$ cat config.mk
export PLATFORM = sky130hd
export DESIGN_NAME = ex_muldiv_unit_flat
export DESIGN_NICKNAME = d
export VERILOG_FILES = /design/src/rtl/ex_muldiv_unit_if.sv /design/src/rtl/ex_muldiv_unit.sv /design/src/flat_wrapper.sv
export SDC_FILE = /design/constraint.sdc
export NUM_CORES = 1
export LEC_CHECK = 0
export ABC_AREA = 1
export BUFFER_PORTS_ARGS = -buffer_cell sky130_fd_sc_hd__buf_2
export CELL_PAD_IN_SITES_DETAIL_PLACEMENT = 2
export CELL_PAD_IN_SITES_GLOBAL_PLACEMENT = 2
export CORE_UTILIZATION = 25
export DETAILED_ROUTE_END_ITERATION = 12
export PLACE_DENSITY = 0.68
export RECOVER_POWER = 25
export SLEW_MARGIN = 40
export SYNTH_ARGS = -nofsm -noshare
export SYNTH_HDL_FRONTEND = slang
export SYNTH_SLANG_ARGS = --single-unit
$ cat constraint.sdc
create_clock -name clk -period 11.5 [get_ports clk]
set_input_delay 2.3 -clock clk [delete_from_list [all_inputs] [get_ports clk]]
set_output_delay 2.3 -clock clk [all_outputs]
set_load 0.02 [all_outputs]
$ cat src/rtl/ex_muldiv_unit_if.sv
// ex_muldiv_unit_if: start/done handshake, operands and result of the multiply/divide unit
interface ex_muldiv_unit_if #(parameter int XLEN = 32);
  logic start, flush, busy, done, stall_req;
  logic [2:0] op;
  logic [XLEN-1:0] a, b, result;
  modport master(output start, flush, op, a, b, input busy, done, result, stall_req);
  modport slave(input start, flush, op, a, b, output busy, done, result, stall_req);
endinterface

$ cat src/rtl/ex_muldiv_unit.sv
// ex_muldiv_unit: multi-cycle RV32M multiply/divide; define MULDIV_FAST_MUL_EN for a single-cycle multiply
module ex_muldiv_unit #(parameter int XLEN = 32) (
  input logic clk,
  input logic rst,
  ex_muldiv_unit_if.slave bus
);
  localparam int CW = $clog2(XLEN) + 1;
  typedef enum logic [1:0] {IDLE, MUL, DIV, DONE} state_t;
  state_t state;
  logic [1:0] sel;
  logic neg, sa, sb, dz, ovf, last, mul_last, ge;
  logic [CW-1:0] cnt;
  logic [2*XLEN-1:0] acc, opa, prod, prod_s;
  logic [XLEN-1:0] opb, ma, mb, fast_res, mul_res, div_res, q_next, r_next;
  logic [XLEN:0] trial;
  assign bus.stall_req = bus.start & ~bus.done;
  always_comb begin
    sa = bus.a[XLEN-1] & (bus.op inside {3'b001, 3'b010, 3'b100, 3'b110});
    sb = bus.b[XLEN-1] & (bus.op inside {3'b001, 3'b100, 3'b110});
    ma = sa ? -bus.a : bus.a;
    mb = sb ? -bus.b : bus.b;
    dz = bus.op[2] & (bus.b == '0);
    ovf = (bus.op == 3'b100 || bus.op == 3'b110) && bus.a == {1'b1, {(XLEN-1){1'b0}}} && bus.b == '1;
    fast_res = dz ? (bus.op[1] ? bus.a : '1) : (bus.op[1] ? '0 : bus.a);
    last = cnt == CW'(XLEN - 1);
`ifdef MULDIV_FAST_MUL_EN
    prod = opa * {{XLEN{1'b0}}, opb};
    mul_last = 1'b1;
`else
    prod = acc + (opb[0] ? opa : '0);
    mul_last = last;
`endif
    prod_s = neg ? -prod : prod;
    mul_res = sel == 2'b00 ? prod_s[XLEN-1:0] : prod_s[2*XLEN-1:XLEN];
    // restoring step: acc holds {partial remainder, dividend/quotient}
    trial = {acc[2*XLEN-1:XLEN], acc[XLEN-1]};
    ge = trial >= {1'b0, opa[XLEN-1:0]};
    r_next = ge ? XLEN'(trial - {1'b0, opa[XLEN-1:0]}) : trial[XLEN-1:0];
    q_next = {acc[XLEN-2:0], ge};
    div_res = sel[1] ? (neg ? -r_next : r_next) : (neg ? -q_next : q_next);
  end
  always_ff @(posedge clk or negedge rst) begin
    if (!rst) begin
      state <= IDLE;
      bus.busy <= 1'b0;
      bus.done <= 1'b0;
      bus.result <= '0;
      acc <= '0;
      opa <= '0;
      opb <= '0;
      cnt <= '0;
      sel <= '0;
      neg <= 1'b0;
    end else if (bus.flush) begin
      state <= IDLE;
      bus.busy <= 1'b0;
      bus.done <= 1'b0;
    end else begin
      bus.done <= 1'b0;
      case (state)
        IDLE: if (bus.start) begin
          sel <= bus.op[1:0];
          neg <= bus.op == 3'b110 ? sa : sa ^ sb;
          cnt <= '0;
          acc <= bus.op[2] ? {{XLEN{1'b0}}, ma} : '0;
          opa <= {{XLEN{1'b0}}, bus.op[2] ? mb : ma};
          opb <= mb;
          if (dz | ovf) begin
            bus.result <= fast_res;
            bus.done <= 1'b1;
            state <= DONE;
          end else begin
            bus.busy <= 1'b1;
            state <= bus.op[2] ? DIV : MUL;
          end
        end
        MUL: if (mul_last) begin
          bus.result <= mul_res;
          bus.busy <= 1'b0;
          bus.done <= 1'b1;
          state <= DONE;
        end else begin
          acc <= prod;
          opa <= opa << 1;
          opb <= opb >> 1;
          cnt <= cnt + 1'b1;
        end
        DIV: begin
          acc <= {r_next, q_next};
          cnt <= cnt + 1'b1;
          if (last) begin
            bus.result <= div_res;
            bus.busy <= 1'b0;
            bus.done <= 1'b1;
            state <= DONE;
          end
        end
        default: state <= IDLE;
      endcase
    end
  end
endmodule

$ cat src/flat_wrapper.sv
// flat-port wrapper written by rule: the top's interface ports become plain ports
module ex_muldiv_unit_flat 
#(parameter int XLEN = 32)
  (clk, rst, bus_start, bus_flush, bus_op, bus_a, bus_b, bus_busy, bus_done, bus_result, bus_stall_req);
  ex_muldiv_unit_if #(.XLEN(XLEN)) bus_i ();
  input logic clk;
  input logic rst;
  input wire logic [$bits(bus_i.start)-1:0] bus_start;
  input wire logic [$bits(bus_i.flush)-1:0] bus_flush;
  input wire logic [$bits(bus_i.op)-1:0] bus_op;
  input wire logic [$bits(bus_i.a)-1:0] bus_a;
  input wire logic [$bits(bus_i.b)-1:0] bus_b;
  output wire logic [$bits(bus_i.busy)-1:0] bus_busy;
  output wire logic [$bits(bus_i.done)-1:0] bus_done;
  output wire logic [$bits(bus_i.result)-1:0] bus_result;
  output wire logic [$bits(bus_i.stall_req)-1:0] bus_stall_req;
  assign bus_i.start = bus_start;
  assign bus_i.flush = bus_flush;
  assign bus_i.op = bus_op;
  assign bus_i.a = bus_a;
  assign bus_i.b = bus_b;
  assign bus_busy = bus_i.busy;
  assign bus_done = bus_i.done;
  assign bus_result = bus_i.result;
  assign bus_stall_req = bus_i.stall_req;
  ex_muldiv_unit #(.XLEN(XLEN)) u_core (.clk(clk), .rst(rst), .bus(bus_i));
endmodule
==> impl_metrics.tcl, run 1 <==
set metrics [dict create \
    synth_area_leaders "nand2_1 24%, dfrtp_1 20%, inv_1 11%, nand3_1 7.2%, nor2_1 6.7%" \
    worst_ir_drop_vdd_mv 0.155 \
    cp_top_family "buffers and inverters" \
    cp_common_cell "clkbuf_1" \
    worst-setup-path-type "input port to async pin" \
    crit_fanout 50 \
    tritoncts "done" \
    viasPerCell 5.27 \
    timing.fmax_mhz 138 \
    gp_congestion 0.981 \
    route.detailed.drc 0 \
    cp_cell_sequence "clkbuf_1, clkbuf_1" \
    cts_max_level 1 \
    synth_edf_count 0 \
    status "complete, but fails checks" \
    clock_path_buffers 3 \
    end_kind "async pin" \
    postSynth.asyncResetShare_pct 100 \
    critPathSlowestCell "clkbuf_1" \
    p_total_mw 7.02 \
    clockRootBuffer "clkbuf_16" \
    yosysSeqAreaShare_pct 19.8 \
    period_needed_ns 7.27 \
    yosysWarnings 0 \
    skew_ns 0.0434 \
    synth_nets 4887 \
    max_slew_margin_pct -110 \
    fillers 13100 \
    final_min_period_over_clock_period_pct 63.2 \
    cts_hold_buffers 0 \
    synth_top_area_share_pct 23.9 \
    syn_to_final_growth_pct 11.0 \
    core_sq_um 102000 \
    multi_input_area_sq_um 17300 \
    cts_buffers 28 \
    cts_sinks 205 \
    grt.total_usage_pct 29.2 \
    clkLatencyLatePin_ns 0.63 \
    cp_data_arrival_time_ns 6.85 \
    worstMarginPinSlew_ns 3.15 \
    rsz0062_at_grt "no" \
    maxCapViolations 2 \
    crit_buf_inv 2 \
    first_pass_iters 5 \
    syn_area_per_cell_sq_um 5.51 \
    postRouteAntennaNets 0 \
    start_util_pct 25.3 \
    die_h_microns 324 \
    die_area_sq_um 105000 \
    wire_per_inst_microns 25.6 \
    synth_common_cells "1,650 x nand2_1, 761 x inv_1, 464 x nor2_1, 374 x nand3_1, 220 x o21ai_0" \
    fin_setup_tns_ns 0 \
    row_count 117 \
    die-width_microns 324 \
    ys.flop_type "dfrtp_1" \
    ys_seq_elements 205 \
    detail_route.iter0.violations 2369 \
    path_clk_slew_ns 0.06 \
    hpwl_microns 131000 \
    seq_area_sq_um 5130 \
    syn_area_sq_um 25900 \
    vias 32200 \
    finalHoldViolCount 0 \
    routed_wl_microns 156000 \
    grt_max_degree 93 \
    post-cts-setup-buffers 0 \
    yosysMostFrequentCell "nand2_1" \
    ctsResizeCount 0 \
    grt_pass1_vias 33000 \
    port_buffers 105 \
    setup_violations 0 \
    drive_gt1_share_pct 5.87 \
    cp_slowest_stage_delay_ns 2.34 \
    grt-ovfl-total 0 \
    antenna_found_initial 11 \
    violations "max-capacitance violations, max-slew violations" \
    powerDensity_nw_per_um2 244 \
    hold_path.class "register to register" \
    layout.nets 4893 \
    yosysUniqueCellTypes 54 \
    worstPathRequired_ns 11.08 \
    p_leak_nw 15.7 \
    finalMaxSlewViolations 96 \
    start_kind "input port" \
    yosysTopAreaCell "nand2_1" \
    ios 106 \
    grt_first_pass_wirelength_microns 226000 \
    synth_cells 4708 \
]
## sequential cells by signal, summed over array words and instances, names as in the netlist
signal	count
u_core.acc	64
u_core.bus.busy	1
u_core.bus.done	1
u_core.bus.result	32
u_core.cnt	6
u_core.neg	1
u_core.opa	64
u_core.opb	32
u_core.sel	2
u_core.state	2
## path summary, 6_finish.rpt
| path | start | endpoint | slack, ns | cells after the start |
|---|---|---|---|---|
| max in group clk | u_core.opb[0]$_DFFE_PN0P_ | u_core.bus.result[31]$_DFFE_PN0P_ | 5.79 | 23 |
| min in group asynchronous | rst | u_core.bus.result[3]$_DFFE_PN0P_ | 2.72 | 1 |
| worst max-delay path | rst | u_core.neg$_DFFE_PN0P_ | 4.23 | 2 |
| worst max register to register | u_core.opb[0]$_DFFE_PN0P_ | u_core.bus.result[31]$_DFFE_PN0P_ | 5.79 | 23 |
| worst min register to register | u_core.bus.result[10]$_DFFE_PN0P_ | u_core.bus.result[10]$_DFFE_PN0P_ | 0.48 | 2 |
| worst min-delay path | u_core.bus.result[10]$_DFFE_PN0P_ | u_core.bus.result[10]$_DFFE_PN0P_ | 0.48 | 2 |
## logic make-up after synthesis
logic type / synth area share, %
compound gates: 15.1
mux: 0.0772
simple gates: 43.0
xor+xnor: 2.97
flops: 19.8
fa+ha+maj: 5.27
buf+inv: 13.8
## placed cells by master (no fill, tap or decap), types with 5 or more instances in the layout
cell and n:
a21oi_1 217, buf_6 6, clkinv_1 5, inv_1 757, dfrtp_1 203, nand2_2 28, clkbuf_1 7, nand3_2 5
o21ai_0 220, nand3b_1 16, a22oi_1 12, a22o_1 21, o211ai_1 28, xnor2_1 28, o21ai_2 7, nor3_1 54
clkbuf_8 5, and2_1 6, nand4_1 63, clkbuf_16 28, clkinv_2 10, o21bai_1 9, o221ai_1 44, buf_4 20
nor2_2 23, xor2_1 60, nand3_1 373, o31ai_1 20, o22ai_1 50, buf_2 103, nor4_1 9, inv_2 13
ha_1 104, nand2_1 1648, a31oi_1 10, nor2_1 462, o21ai_1 15
## layout make-up
type / instances / share of cell area, %
antenna: 2 / 0.0174
clock buffer: 37 / 2.72
clock inverter: 15 / 0.730
inverter: 779 / 10.2
multi-input combinational: 3568 / 60.0
sequential: 205 / 17.8
tap: 1368 / 5.94
timing repair buffer: 132 / 2.59
## routing by layer
| layer | up-vias | GRT usage (%) | part of all wire, % |
|---|---|---|---|
| met4 | 20 | 11.4 | 4.2 |
| met3 | 233 | 3.56 | 5.2 |
| met5 | - | 0 | 0.088 |
| met2 | 832 | 46.8 | 45 |
| met1 | 16200 | 39.7 | 46 |
| li1 | 14900 | - | - |
## report_power, final
part / switching (mW) / internal, mW
sequential: 0.320 / 0.951
combinational: 3.62 / 1.17
clock: 0.396 / 0.572
total: 4.33 / 2.69
## per-stage QoR
stage | worst slack (ns) | std cells | hold slack, ns | cell area [sq um] | utilization (%)
floorplan | 6.60 | 4708 | 0.449 | 25900 | -
global placement | 5.60 | 6051 | 0.461 | 27800 | 27.1
finish | 4.23 | 6106 | 0.478 | 28800 | 28.1
detailed placement | 5.51 | 6052 | 0.461 | 27800 | 27.2
global route | 3.49 | 6104 | 0.505 | 28800 | 28.1
CTS | 5.90 | 6104 | 0.477 | 28800 | 28.2
(Power assumes the default switching activity.)
==> run 2: changes to the inputs <==
--- a/config.mk
+++ b/config.mk
@@ -5,13 +5,13 @@
 export SDC_FILE = /design/constraint.sdc
 export NUM_CORES = 1
 export LEC_CHECK = 0
-export ABC_AREA = 1
+export ABC_AREA = 0
 export BUFFER_PORTS_ARGS = -buffer_cell sky130_fd_sc_hd__buf_2
 export CELL_PAD_IN_SITES_DETAIL_PLACEMENT = 2
 export CELL_PAD_IN_SITES_GLOBAL_PLACEMENT = 2
 export CORE_UTILIZATION = 25
 export DETAILED_ROUTE_END_ITERATION = 12
-export PLACE_DENSITY = 0.68
+export PLACE_DENSITY = 0.64
 export RECOVER_POWER = 25
 export SLEW_MARGIN = 40
 export SYNTH_ARGS = -nofsm -noshare
==> constraint.sdc (replaced) <==
create_clock -name clk -period 6.4 [get_ports clk]
set_input_delay 1.28 -clock clk [delete_from_list [all_inputs] [get_ports clk]]
set_output_delay 1.28 -clock clk [all_outputs]
set_load 0.02 [all_outputs]
==> impl_metrics.tcl, run 2 <==
set metrics [dict create \
    vias 26800 \
    cts_max_level 1 \
    die_h_microns 309 \
    clkLatencyLatePin_ns 0.62 \
    worst_ir_drop_vdd_mv 0.237 \
    cts_sinks 205 \
    yosysTopAreaCell "dfrtp_1" \
    grt_max_degree 129 \
    p_total_mw 12.7 \
    timing.fmax_mhz 164 \
    power.internal_mw 5.22 \
    viasPerCell 5.89 \
    layout.cells.most_common_list "397 x nand2_1, 333 x nor2_1, 266 x o21ai_0, 241 x a21oi_1, 203 x dfrtp_1" \
    postRouteAntennaNets 0 \
    yosysMostFrequentCell "nand2_1" \
    grt-ovfl-total 0 \
    pwr-share-seq_pct 19.3 \
    core_sq_um 93200 \
    whs_path_depth 2 \
    yosysUniqueCellTypes 110 \
    grt.total_usage_pct 28.1 \
    placed_area_sq_um 25700 \
    layout_setup_ws_ns 0.286 \
    design_area_sq_um 26700 \
    fin_setup_tns_ns 0 \
    maxCapViolations 3 \
    cp_data_arrival_time_ns 6.59 \
    cts_buffers 29 \
    die_area_sq_um 95200 \
    yosysWarnings 0 \
    synth_edf_count 0 \
    syn_to_final_growth_pct 13.7 \
    crit_fanout 27 \
    cp_cell_sequence "and2_1, ha_1, a21oi_1, o21ai_0, a211oi_1, o31ai_1, nor3_2, o31ai_1, xnor2_1, buf_4, or4b_2, nor4_2, buf_4, mux2i_1, a221oi_1, nor2_1, nor3_1" \
    synth_nets 3427 \
    rsz0062_at_grt "no" \
    worstMarginPinSlew_ns 3.20 \
    status "complete, but fails checks" \
    p_sw_share_pct 59.0 \
    power.share.combinational_pct 67.0 \
    synth_top_area_share_pct 21.8 \
    path_clk_slew_ns 0.07 \
    gp_congestion 1.01 \
    wire_per_inst_microns 29.9 \
    synth_common_cells "400 x nand2_1, 337 x nor2_1, 266 x o21ai_0, 242 x a21oi_1, 205 x dfrtp_1" \
    top_regs "u_core.acc: 64 flops, u_core.opa: 64 flops" \
    grt_first_pass_wirelength_microns 197000 \
    ys_seq_elements 205 \
    worstPathRequired_ns 6.87 \
    worst-setup-path-type "register to register" \
    drive_gt1_share_pct 11.4 \
    period_needed_ns 6.11 \
    synth_cells 3248 \
    p_switching_mw 7.52 \
    start_util_pct 25.2 \
    final_min_period_over_clock_period_pct 95.5 \
    routed_wl_microns 136000 \
    syn_area_sq_um 23500 \
    postSynth.asyncResetShare_pct 100 \
    p_leak_nw 10.8 \
    post-cts-setup-buffers 0 \
    grt_use_met1_pct 39.0 \
    yosys.area_share.simple_pct 26.8 \
    die-width_microns 309 \
    synth_area_leaders "dfrtp_1 22%, nand2_1 6.4%, o21ai_0 5.7%, ha_1 5.6%, nor2_1 5.4%" \
    muxShareOfSynthArea_pct 2.25 \
    grt_util_met3_pct 4.25 \
    finalMaxSlewViolations 139 \
    powerDensity_nw_per_um2 477 \
    grt_pass1_vias 27300 \
    port_buffers 105 \
    yosysSeqAreaShare_pct 21.8 \
    cp_slowest_stage_delay_ns 0.73 \
    rr_worst_depth 17 \
    grt_busiest_layer "met2" \
    setup_violations 0 \
    finalHoldViolCount 0 \
    start_kind "register" \
    ys.flop_type "dfrtp_1" \
    clockRootBuffer "clkbuf_16" \
    rrSetupSlack_ns 0.29 \
    critPathSlowestCell "dfrtp_2" \
    max_slew_margin_pct -114 \
    row_count 112 \
    cts_hold_buffers 0 \
    synth_top_family_by_area "compound AO/OA/AOI/OAI gates" \
    syn_area_per_cell_sq_um 7.23 \
    power_frac_clock_pct 13.7 \
    ctsResizeCount 0 \
    hold_path.class "register to register" \
    synth_compound_area_share_pct 29.2 \
    grt_util_met2_pct 42.3 \
    final_common_cell "nand2_1" \
    clock_path_buffers 3 \
    skew_ns 0.0229 \
    hpwl_microns 107000 \
    tritoncts "done" \
    pre_cts_slack_ns 0.480 \
    antenna_found_initial 10 \
    detail_route.iter0.violations 2502 \
    violations "max-capacitance violations, max-slew violations" \
    end_kind "register" \
    route.detailed.drc 0 \
    ios 106 \
    synthXorXnorAreaFrac_pct 7.87 \
    first_pass_iters 6 \
    layout.nets 3449 \
    synthAdderAreaFrac_pct 6.97 \
]
## run 2: cell count changes after synthesis, moves of 45 or more
| cell | change |
|---|---|
| nand2_1 | -1250 |
| inv_1 | -676 |
| nand3_1 | -264 |
| nor2_1 | -127 |
| xnor2_1 | +87 |
| and2_1 | +76 |
| clkbuf_1 | +60 |
| or3_1 | +60 |
| o21ai_0 | +46 |
| a21o_1 | +45 |
## run 2: kinds of logic (layout without fill, tap and decap cells)
logic type,after synthesis,after routing
muxes,50,50
buffers and inverters,308,352
adders and majority gates,135,135
and+or+nand+nor,1303,1303
xor gates and xnor gates,211,211
DFF,205,205
other,0,1
AOI/OAI and AO/OA,1036,1036
## run 2: critical path: cells and delay by family (launching register included)
kind | cells | cell delay [ns]
flops | 1 | 0.73
mux | 1 | 0.35
xor+xnor | 1 | 0.38
fa+ha+maj | 1 | 0.40
simple gates | 6 | 2.30
buf+inv | 2 | 0.42
compound gates | 6 | 1.37
## run 2: power groups by stage
stage,clock network (mW),registers [mW],logic (mW)
after CTS,1.76,2.40,8.26
after global routing,1.80,2.47,9.00
final,1.74,2.46,8.53
after global placement,0,2.41,8.11
after detailed placement,0,2.42,8.21
after floorplan,0,2.13,5.04
## run 2: path summary, 6_finish.rpt
path | from | to
worst max-delay path | u_core.opb[0]$_DFFE_PN0P_ | u_core.bus.result[15]$_DFFE_PN0P_
worst min-delay path | u_core.opb[6]$_DFFE_PN0P_ | u_core.opb[6]$_DFFE_PN0P_
worst max register to register | u_core.opb[0]$_DFFE_PN0P_ | u_core.bus.result[15]$_DFFE_PN0P_
worst min register to register | u_core.opb[6]$_DFFE_PN0P_ | u_core.opb[6]$_DFFE_PN0P_
max in group asynchronous | rst | u_core.neg$_DFFE_PN0P_
min in group asynchronous | rst | u_core.opa[45]$_DFFE_PN0P_
## run 2: per-stage QoR
step / utilization (%) / instances / hold slack, ns
after CTS: 28.6 / 4545 / 0.490
after detailed placement: 27.5 / 4492 / 0.473
after global routing: 28.7 / 4547 / 0.513
after floorplan: - / 3248 / 0.439
final: 28.7 / 4547 / 0.482
after global placement: 27.5 / 4492 / 0.461
## run 2: per-layer routing
layer / share of wire [%] / wire length [microns] / up-vias
met5: 0.034 / 46 / -
met4: 5.3 / 7170 / 8
met1: 45 / 61200 / 13700
li1: - / - / 11900
met3: 7.4 / 10000 / 218
met2: 42 / 57700 / 931
## run 2: area by class of cell
class	count	area, sq um
sequential	205	5130
fill	11100	66500
clock buffer	37	816
multi-input combinational	2735	17300
antenna	1	2.50
clock inverter	16	165
tap	1254	1570
timing repair buffer	212	1350
inverter	87	327
==> run 3: changes to the inputs <==
==> constraint.sdc (replaced) <==
create_clock -name clk -period 5.5 [get_ports clk]
set_input_delay 1.1 -clock clk [delete_from_list [all_inputs] [get_ports clk]]
set_output_delay 1.1 -clock clk [all_outputs]
set_load 0.02 [all_outputs]
==> impl_metrics.tcl, run 3 (synthesis gave the netlist of run 2 again) <==
set metrics [dict create \
    ios 106 \
    p_leak_nw 11.6 \
    layout.nets 3604 \
    worst-setup-path-type "register to register" \
    maxCapViolations 1 \
    powerDensity_nw_per_um2 558 \
    antenna_found_initial 6 \
    clkLatencyLatePin_ns 0.66 \
    final_min_period_over_clock_period_pct 98.3 \
    top_regs "u_core.acc: 64 flops, u_core.opa: 64 flops" \
    stdcell_count 4706 \
    cts_max_level 1 \
    routed_wl_microns 138000 \
    cp_data_arrival_time_ns 5.94 \
    setup_violations 0 \
    clock_path_buffers 3 \
    max_slew_margin_pct -139 \
    fillers 11000 \
    grt.total_usage_pct 28.5 \
    period_needed_ns 5.40 \
    finalMaxSlewViolations 65 \
    drive_gt1_share_pct 15.7 \
    status "complete, but fails checks" \
    final_common_cell "nand2_1" \
    end_kind "register" \
    port_buffers 105 \
    hpwl_microns 110000 \
    cts_hold_buffers 0 \
    violations "max-capacitance violations, max-slew violations" \
    hold_path.class "input port to async pin" \
    die_h_microns 309 \
    tritoncts "done" \
    r2r_start "u_core.opb[0]$_DFFE_PN0P_" \
    layout_setup_ws_ns 0.0958 \
    start_util_pct 25.2 \
    grt_max_degree 95 \
    die-width_microns 309 \
    start_kind "register" \
    first_pass_iters 5 \
    postRouteAntennaNets 0 \
    grt-ovfl-total 0 \
    layout.cells.most_common_list "397 x nand2_1, 334 x nor2_1, 259 x o21ai_0, 253 x buf_4, 236 x a21oi_1" \
    worst_r2r_endpoint "u_core.bus.result[17]$_DFFE_PN0P_" \
    worst_ir_drop_vdd_mv 0.222 \
    clockRootBuffer "clkbuf_16" \
    skew_ns 0.0431 \
    p_total_mw 15.6 \
    viasPerCell 5.87 \
    gp_congestion 0.998 \
    route.detailed.drc 0 \
    finalHoldViolCount 0 \
    grt_first_pass_wirelength_microns 201000 \
    dpl.cell_count 4640 \
    syn_to_final_growth_pct 19.2 \
    path_clk_slew_ns 0.06 \
    core_sq_um 93200 \
    row_count 112 \
    vias 27600 \
    rr_worst_depth 20 \
    worstMarginPinSlew_ns 3.58 \
    crit_fanout 11 \
    rrSetupSlack_ns 0.1 \
    pre_cts_slack_ns -0.0816 \
    grt_pass1_vias 28700 \
    timing.fmax_mhz 185 \
    cts_sinks 205 \
    die_area_sq_um 95200 \
    detail_route.iter0.violations 2352 \
    worstPathRequired_ns 6.04 \
    wire_per_inst_microns 29.4 \
    cts_buffers 30 \
]
==> run 3: cell types whose count changed in the layout (fill, tap and decap cells not counted), sizes merged <==
cell	change
bufinv	-1
buf	+155
clkbuf	+6
diode	+2
clkdlybuf4s25	+1
inv	-4
==> run 3: worst max-delay path, stage by stage, from the launching register on <==
cell	delay, ns
dfrtp_2	0.42
buf_4	0.18
and2_1	0.17
ha_1	0.32
and3_2	0.24
o211ai_4	0.30
a211oi_4	0.15
o211a_1	0.25
nor3_2	0.44
buf_4	0.22
xor2_1	0.20
o211ai_1	0.23
or4b_2	0.68
nor4_2	0.24
buf_4	0.20
buf_12	0.11
a21oi_1	0.07
xor2_1	0.19
a211oi_1	0.43
buf_4	0.20
nor3_1	0.04
==> run 3: worst max-delay path by stage <==
stage	endpoint	slack (ns)	startpoint
floorplan	u_core.bus.result[30]$_DFFE_PN0P_	0.32	u_core.acc[45]$_DFFE_PN0P_
global placement	u_core.bus.result[30]$_DFFE_PN0P_	-0.10	u_core.opb[0]$_DFFE_PN0P_
detailed placement	u_core.bus.result[30]$_DFFE_PN0P_	-0.08	u_core.opb[0]$_DFFE_PN0P_
CTS	u_core.bus.result[30]$_DFFE_PN0P_	0.006	u_core.opb[0]$_DFFE_PN0P_
global route	u_core.bus.result[26]$_DFFE_PN0P_	-0.06	u_core.opa[26]$_DFFE_PN0P_
finish	u_core.bus.result[17]$_DFFE_PN0P_	0.1	u_core.opb[0]$_DFFE_PN0P_
==> run 3: stage by stage <==
stage	hold slack [ns]	setup TNS [ns]	cell area (sq um)	util, %
6_report	0.411	0	28000	30.0
5_1_grt	0.469	-0.0611	28000	30.0
4_1_cts	0.451	0	27800	29.8
3_5_place_dp	0.473	-0.113	26800	28.8
3_3_place_gp	0.461	-0.154	26800	28.7
2_1_floorplan	0.439	0	23500	-
==> run 3: report_power, final <==
part | internal [mW] | switching, mW
registers | 1.99 | 0.814
logic | 3.47 | 7.35
clock network | 1.12 | 0.874
total | 6.58 | 9.04
==> run 3: final cells by class <==
type | count | area (sq um) | share of cell area [%]
Sequential cell | 205 | 5140 | 18.4
Tap cell | 1254 | 1570 | 5.60
Inverter | 87 | 327 | 1.17
Multi-Input combinational cell | 2735 | 17400 | 62.2
Clock buffer | 45 | 857 | 3.06
Clock inverter | 11 | 110 | 0.393
Timing Repair Buffer | 366 | 2570 | 9.17
Antenna cell | 3 | 7.51 | 0.0268
==> run 3: timing repair <==
item	CTS	global route
setup buffers	0	7
pin swaps	0	8
gates resized for setup	1	43
hold endpoints to repair	0	0
setup endpoints to repair	2	21
==> run 3: per-layer routing <==
layer  wire length [microns]  vias up  track usage [%]
met5                     115        -            0.758
met4                    7140        4             13.2
met3                    8170      211             2.99
met2                   60700      867             44.6
met1                   62000    14300             39.1
li1                        -    12300                -
